**src/rtl/edgesynch_if.sv**
```systemverilog
// rtl/edgesynch_if.sv - async level input and qualified level/strobe outputs of edgesynch
interface edgesynch_if #(
  parameter int DBCNT_W = 4
);
  logic               ain;
  logic               en;
  logic [DBCNT_W-1:0] dbcnt;
  logic               d;
  logic               ld;
  logic               rise;
  logic               fall;
  logic               busy;

  modport master (
    output ain, en, dbcnt,
    input  d, ld, rise, fall, busy
  );

  modport slave (
    input  ain, en, dbcnt,
    output d, ld, rise, fall, busy
  );
endinterface

```
**src/rtl/edgesynch.sv**
```systemverilog
// rtl/edgesynch.sv - resynchronise, debounce and strobe one asynchronous level
module edgesynch #(
  parameter int STAGES  = 2,
  parameter int DBCNT_W = 4
) (
  input  logic        clk,
  input  logic        reset,
  edgesynch_if.slave  bus
);

  typedef enum logic {
    ST_STABLE = 1'b0,
    ST_QUAL   = 1'b1
  } state_t;

  logic [STAGES-1:0]  r_sync;
  state_t             r_state;
  logic [DBCNT_W-1:0] r_cnt;
  logic               r_d;
  logic               r_ld;
  logic               r_rise;
  logic               r_fall;
  logic               r_busy;
  logic               w_sy;

  assign w_sy = r_sync[STAGES-1];

  always_ff @(posedge clk or posedge reset) begin
    if (reset) begin
      r_sync  <= '0;
      r_state <= ST_STABLE;
      r_cnt   <= '0;
      r_d     <= 1'b0;
      r_ld    <= 1'b0;
      r_rise  <= 1'b0;
      r_fall  <= 1'b0;
      r_busy  <= 1'b0;
    end else begin
      r_sync <= {r_sync[STAGES-2:0], bus.ain};
      r_ld   <= 1'b0;
      r_rise <= 1'b0;
      r_fall <= 1'b0;
      case (r_state)
        ST_STABLE: begin
          if (bus.en && (w_sy != r_d)) begin
            if (bus.dbcnt == '0) begin
              r_d    <= w_sy;
              r_ld   <= 1'b1;
              r_rise <= w_sy;
              r_fall <= ~w_sy;
            end else begin
              // dbcnt is sampled only on entry; later changes wait for the next candidate
              r_state <= ST_QUAL;
              r_cnt   <= bus.dbcnt;
              r_busy  <= 1'b1;
            end
          end
        end
        ST_QUAL: begin
          if (!bus.en || (w_sy == r_d)) begin
            r_state <= ST_STABLE;
            r_busy  <= 1'b0;
          end else if (r_cnt == DBCNT_W'(1)) begin
            r_d     <= w_sy;
            r_ld    <= 1'b1;
            r_rise  <= w_sy;
            r_fall  <= ~w_sy;
            r_state <= ST_STABLE;
            r_busy  <= 1'b0;
          end else begin
            r_cnt <= r_cnt - DBCNT_W'(1);
          end
        end
        default: begin
          r_state <= ST_STABLE;
          r_busy  <= 1'b0;
        end
      endcase
    end
  end

  assign bus.d    = r_d;
  assign bus.ld   = r_ld;
  assign bus.rise = r_rise;
  assign bus.fall = r_fall;
  assign bus.busy = r_busy;

endmodule

```
**src/flat_wrapper.sv**
```systemverilog
// flat-port wrapper written by rule: the top's interface ports become plain ports
module edgesynch_flat 
#(
  parameter int STAGES  = 2,
  parameter int DBCNT_W = 4
)
  (clk, reset, bus_ain, bus_en, bus_dbcnt, bus_d, bus_ld, bus_rise, bus_fall, bus_busy);
  edgesynch_if #(.DBCNT_W(DBCNT_W)) bus_i ();
  input  logic clk;
  input  logic reset;
  input wire logic [$bits(bus_i.ain)-1:0] bus_ain;
  input wire logic [$bits(bus_i.en)-1:0] bus_en;
  input wire logic [$bits(bus_i.dbcnt)-1:0] bus_dbcnt;
  output wire logic [$bits(bus_i.d)-1:0] bus_d;
  output wire logic [$bits(bus_i.ld)-1:0] bus_ld;
  output wire logic [$bits(bus_i.rise)-1:0] bus_rise;
  output wire logic [$bits(bus_i.fall)-1:0] bus_fall;
  output wire logic [$bits(bus_i.busy)-1:0] bus_busy;
  assign bus_i.ain = bus_ain;
  assign bus_i.en = bus_en;
  assign bus_i.dbcnt = bus_dbcnt;
  assign bus_d = bus_i.d;
  assign bus_ld = bus_i.ld;
  assign bus_rise = bus_i.rise;
  assign bus_fall = bus_i.fall;
  assign bus_busy = bus_i.busy;
  edgesynch #(.STAGES(STAGES), .DBCNT_W(DBCNT_W)) u_core (.clk(clk), .reset(reset), .bus(bus_i));
endmodule
```
**config.mk**
```make
export PLATFORM = sky130hd
export DESIGN_NAME = edgesynch_flat
export DESIGN_NICKNAME = d
export VERILOG_FILES = /design/src/rtl/edgesynch_if.sv /design/src/rtl/edgesynch.sv /design/src/flat_wrapper.sv
export SDC_FILE = /design/constraint.sdc
export NUM_CORES = 1
export LEC_CHECK = 0
export CAP_MARGIN = 10
export CORE_MARGIN = 2
export CORE_UTILIZATION = 35
export DETAILED_ROUTE_END_ITERATION = 8
export PLACE_DENSITY_LB_ADDON = 0.05
export SLEW_MARGIN = 20
export SYNTH_ARGS = -nofsm -noshare
export SYNTH_HDL_FRONTEND = slang
export SYNTH_SLANG_ARGS = --single-unit
```
**constraint.sdc**
```tcl
create_clock -name clk -period 4.6 [get_ports clk]
set_input_delay 0.92 -clock clk [delete_from_list [all_inputs] [get_ports clk]]
set_output_delay 0.92 -clock clk [all_outputs]
set_load 0.02 [all_outputs]
```
=== Word level (Yosys, flattened, before mapping) ===
Cells that the tools add are included.

* Register bits: 12
* Word-level logic and storage cells: 63

* $add $sub $neg: 1
* Equal/unequal tests: 10
* Multiplexer cells: 35
* Bitwise operators: 2
* Reduce and logical (&&, ||, !) cells: 7

{| class="wikitable"
|+ Operator list
! cell !! number
|-
| two-way mux 1 bit || 24
|-
| two-way mux 4 bit || 4
|-
| case mux 1 bit (2 select lines) || 6
|-
| != test 2 bit, second input constant || 4
|-
| case mux 4 bit (2 select lines) || 1
|-
| AND reduction 4 bit || 2
|-
| == test 4 x 1 -> 1 bit, second input constant || 1
|-
| logical NOT 4 bit || 1
|-
| != test 2 x 1 -> 1 bit, second input constant || 2
|-
| subtractor 4 x 1 -> 4 bit, second input constant || 1
|-
| != test 3 bit, second input constant || 1
|-
| AND reduction 3 bit || 1
|-
| NOT 1 bit || 2
|-
| == test 1 bit || 1
|-
| logical AND 1 bit || 1
|-
| logical NOT 1 bit || 1
|-
| logical OR 1 bit || 1
|-
| != test 1 bit || 1
|}

=== Logic depth before layout (Yosys ltp) ===
* Word-level depth: 4
* Mapped depth: 6

=== Worst setup path after synthesis ===
OpenSTA, ideal clock, no wires.

* Path kind: input to register
* Start: input port bus_dbcnt[0]
* End: register u_core.r_d (netlist: u_core.bus.d)
* Setup time: 127 ps
* Data arrival time: 2,116 ps
* Slack: 2,357 ps
* Stages on the path: 4
* Buffers on the path: 0
* Cell sequence: or4_4 o32ai_4 and2b_2 mux2_1

* Word-level cells in the longest chain between the ends: 3

{| class="wikitable"
|+ RTL lines
! item !! line !! source
|-
| from (decl) || flat_wrapper.sv:13 || <nowiki>input wire logic [$bits(bus_i.dbcnt)-1:0] bus_dbcnt;</nowiki>
|-
| logical NOT 4 bit || edgesynch.sv:46 || <nowiki>if (bus.dbcnt == '0) begin</nowiki>
|-
| != test 2 x 1 -> 1 bit (no source line) || n/a ||
|-
| AND reduction 4 bit (no source line) || n/a ||
|-
| to (signal assigned) || edgesynch.sv:47 || <nowiki>r_d <= w_sy;</nowiki>
|-
| to (signal assigned) || edgesynch.sv:64 || <nowiki>r_d <= w_sy;</nowiki>
|-
| to (decl) || edgesynch.sv:19 || <nowiki>logic r_d;</nowiki>
|}

Every way passes these cells.
A chain may end at the register's enable or synchronous reset.

=== Worst setup path after layout ===
Same ends and word-level chain as after synthesis.

==> results.yml <==
timing:
  rsz0062_at_grt: "false"
  final_clock_skew_ps: 13.4
  setup_violations: 0
  timing.fmax_mhz: 409
  maxSlewHeadroom_pct: 69.3
  final-hold-violation-count: 0
  max_slew_violation_count: 0
  timing.setup.tns_ps: 0
  tightestPinTransition_ps: 458
  layout_min_cycle_time_ps: 2440
  finalCritPeriodShare_pct: 53.1
setup_path:
  largest_driver_fanout_on_the_critical_path: 4
  worst-endpoint-required_ps: 4770
  worst_setup_startpoint: "bus_dbcnt[0]"
  cp.arrival_ps: 2610
  end_kind: "flop"
  regToRegSetupSlack_ps: 2950
  critPathCapture: "u_core.bus.d$_DFFE_PP0P_"
  setup.worst_path.class: "in2reg"
  reg2reg_depth: 6
  critical_path.reg2reg.endpoint: "u_core.bus.d$_DFFE_PP0P_"
  critical_path.startpoint_type: "input port"
  rr_startpoint: "u_core.r_cnt[1]$_DFFE_PP0P_"
route:
  firstDrtPassIters: 3
  detail_route.iter0.violations: 8
  routed_wl_um: 987
  avgRoutedWirePerCell_um: 12.2
  via_per_inst: 4.91
  drc: 0
  dr_total_vias: 398
  antenna_left: 0
synthesis:
  synth.avg_cell_area_um2: 11.3
  synth-seq-area-share_pct: 53.3
  syn_area_um2: 563
  yosysWarnings: 0
  cells_after_synthesis: 50
  syn_nets: 60
  yosys.cell_types.count: 20
  postSynthRegisterBits: 12
clocking:
  cts.reportedPaths.clkPinSlew_ps: 80
  htree_num_levels: 1
  insertion_delay_to_the_later_sink_of_the_worst_skew_pair_ps: 270
  clock_tree.buffer_depth: 2
  numCtsBuffers: 3
  cts_repair_resize_count: 0
  cts-root-buf: "clkbuf_4"
  number_of_clock_sinks_seen_by_cts: 12
  cts_tree: "done"
  postCtsSetupRepairBufs: 0
  cts_hold_repair.buffers: 0
floorplanning:
  die_footprint_mm2: 0.00195
  die_x_um: 44.1
  std_cell_rows: 14
  design.portCount: 13
  die_height_um: 44.1
  floorplan.initialDensity_pct: 37.4
  placeableCoreArea_mm2: 0.00151
place:
  post-place-cells: 77
  placement.io_buffers: 12
  hpwl_um: 764
  placed_cell_area_um2: 699
  gp_congestion: 0.735
min_path:
  worstHoldPathType: "reg2reg"
pwr:
  report.power.total_uw: 389
  power_density_mw_per_mm2: 529
  irDropWorstVdd_uv: 355
  power.leakage_uw: 0.000326
job:
  drv_cap: 0
global_routing:
  globalRouteMet3Util_pct: 7.35
  initial_antenna_violation_count: 0
  grtUsageTotal_pct: 13.1
  met2_usage_pct: 19.1
  grt_most_used_layer: "met2"
  grt_max_degree: 13
  via_count_of_the_first_global_routing_pass: 405
  grt_first_pass_wirelength_um: 1740
  groute.layer.met1.usage_pct: 15.8
  global_route_congestion_overflow_total: 0
layout:
  area_growth_syn_to_layout_pct: 30.7
  antenna-diode-count: 0
  multi_input_gate_area_in_the_final_layout_um2: 244
  finish.net_count: 76
  final_cell_area_excluding_filler_cells_um2: 736
  layout.area.seq_um2: 300
  layout_cells_sized_above_1_pct: 10.8
  final.fill_count: 144
  final_standard_cell_count_with_taps_included_and_fillers_excluded: 81
run_status:
  outcome: "complete, no violations"
[worst min-delay path by stage]
stage	start	endpoint	slack (ps)	depth (start not counted)
4_1_cts	u_core.r_sync[0]$_DFF_PP0_	u_core.r_sync[1]$_DFF_PP0_	350	0
3_5_place_dp	u_core.r_sync[0]$_DFF_PP0_	u_core.r_sync[1]$_DFF_PP0_	340	0
3_3_place_gp	u_core.r_sync[0]$_DFF_PP0_	u_core.r_sync[1]$_DFF_PP0_	330	0
5_1_grt	u_core.r_sync[0]$_DFF_PP0_	u_core.r_sync[1]$_DFF_PP0_	370	0
6_report	u_core.r_sync[0]$_DFF_PP0_	u_core.r_sync[1]$_DFF_PP0_	350	0
2_1_floorplan	u_core.r_sync[0]$_DFF_PP0_	u_core.r_sync[1]$_DFF_PP0_	330	0
[flip-flops by register name, summed over array words and instances (netlist names)]
register	count
u_core.bus.ld	1
u_core.r_sync	2
u_core.bus.busy	1
u_core.r_state	1
u_core.r_cnt	4
u_core.bus.d	1
u_core.bus.rise	1
u_core.bus.fall	1
[per-stage QoR]
step | hold WS, ps | worst slack, ps | util (%)
after CTS | 354 | 2160 | 48.8
after detailed placement | 337 | 1850 | 46.4
final | 350 | 2160 | 48.8
after global placement | 332 | 1870 | 46.4
after global routing | 368 | 2120 | 48.8
after floorplan | 331 | 2360 | -
[routing by layer]
| layer | share of wire, % | routed length, um | vias up |
|---|---|---|---|
| met5 | 0 | 0 | - |
| met4 | 1.0 | 10 | 0 |
| met3 | 3.4 | 34 | 2 |
| met2 | 43 | 429 | 8 |
| met1 | 52 | 512 | 186 |
| li1 | - | - | 202 |
[synth_stat cells]
library cell | n | share of area [%]
dfrtp_1 | 12 | 53
nand2_1 | 5 | 3.3
mux2_1 | 1 | 2.0
mux2i_1 | 3 | 5.3
o21ai_0 | 3 | 2.7
xor2_1 | 1 | 1.6
and2_1 | 1 | 1.1
a2bb2oi_1 | 2 | 3.1
or4_4 | 1 | 2.0
nor2b_1 | 3 | 3.3
o22ai_1 | 1 | 1.1
nand3_1 | 2 | 1.8
nor2_1 | 2 | 1.3
a31oi_1 | 1 | 1.1
inv_1 | 4 | 2.7
ha_1 | 2 | 4.4
and2b_2 | 1 | 1.6
nor3_1 | 3 | 2.7
o32ai_4 | 1 | 4.9
clkbuf_1 | 1 | 0.67
[kinds of logic after synthesis]
family | after synthesis | share of synthesized area, %
DFF | 12 | 53.3
and+or+nand+nor | 18 | 17.1
adders and majority gates | 2 | 4.44
xor gates and xnor gates | 1 | 1.56
buffers and inverters | 5 | 3.33
AOI/OAI and AO/OA | 8 | 12.9
muxes | 4 | 7.33
[power breakdown]
| part | switching [uW] | internal (uW) |
|---|---|---|
| sequential | 37.8 | 135 |
| combinational | 65.1 | 67.8 |
| clock | 35.3 | 48.1 |
[critical path: stages]
cell and delay (ps):
clkdlybuf4s50_1 430, or4_4 560, o32ai_4 170, and2b_2 220, mux2_1 310
[cells in the final DEF, fill, tap and decap left out, drive strengths merged]
cell and instances:
o22ai 1, o21ai 3, nor2 2, or4 1, nand2 5, o32ai 1
nand3 2, inv 4, a31oi 1, clkdlybuf4s50 12, mux2 1, nor3 3
and2b 1, and2 1, dfrtp 12, mux2i 3, ha 2, a2bb2oi 2
clkbuf 4, nor2b 3, xor2 1
[layout make-up]
cell class,instances,area share (%)
sequential,12,40.8
multi-input combinational,33,33.2
timing repair buffer,12,16.3
clock buffer,4,4.93
tap,16,2.72
inverter,4,2.04
Power figures use the tool's default switching activity.
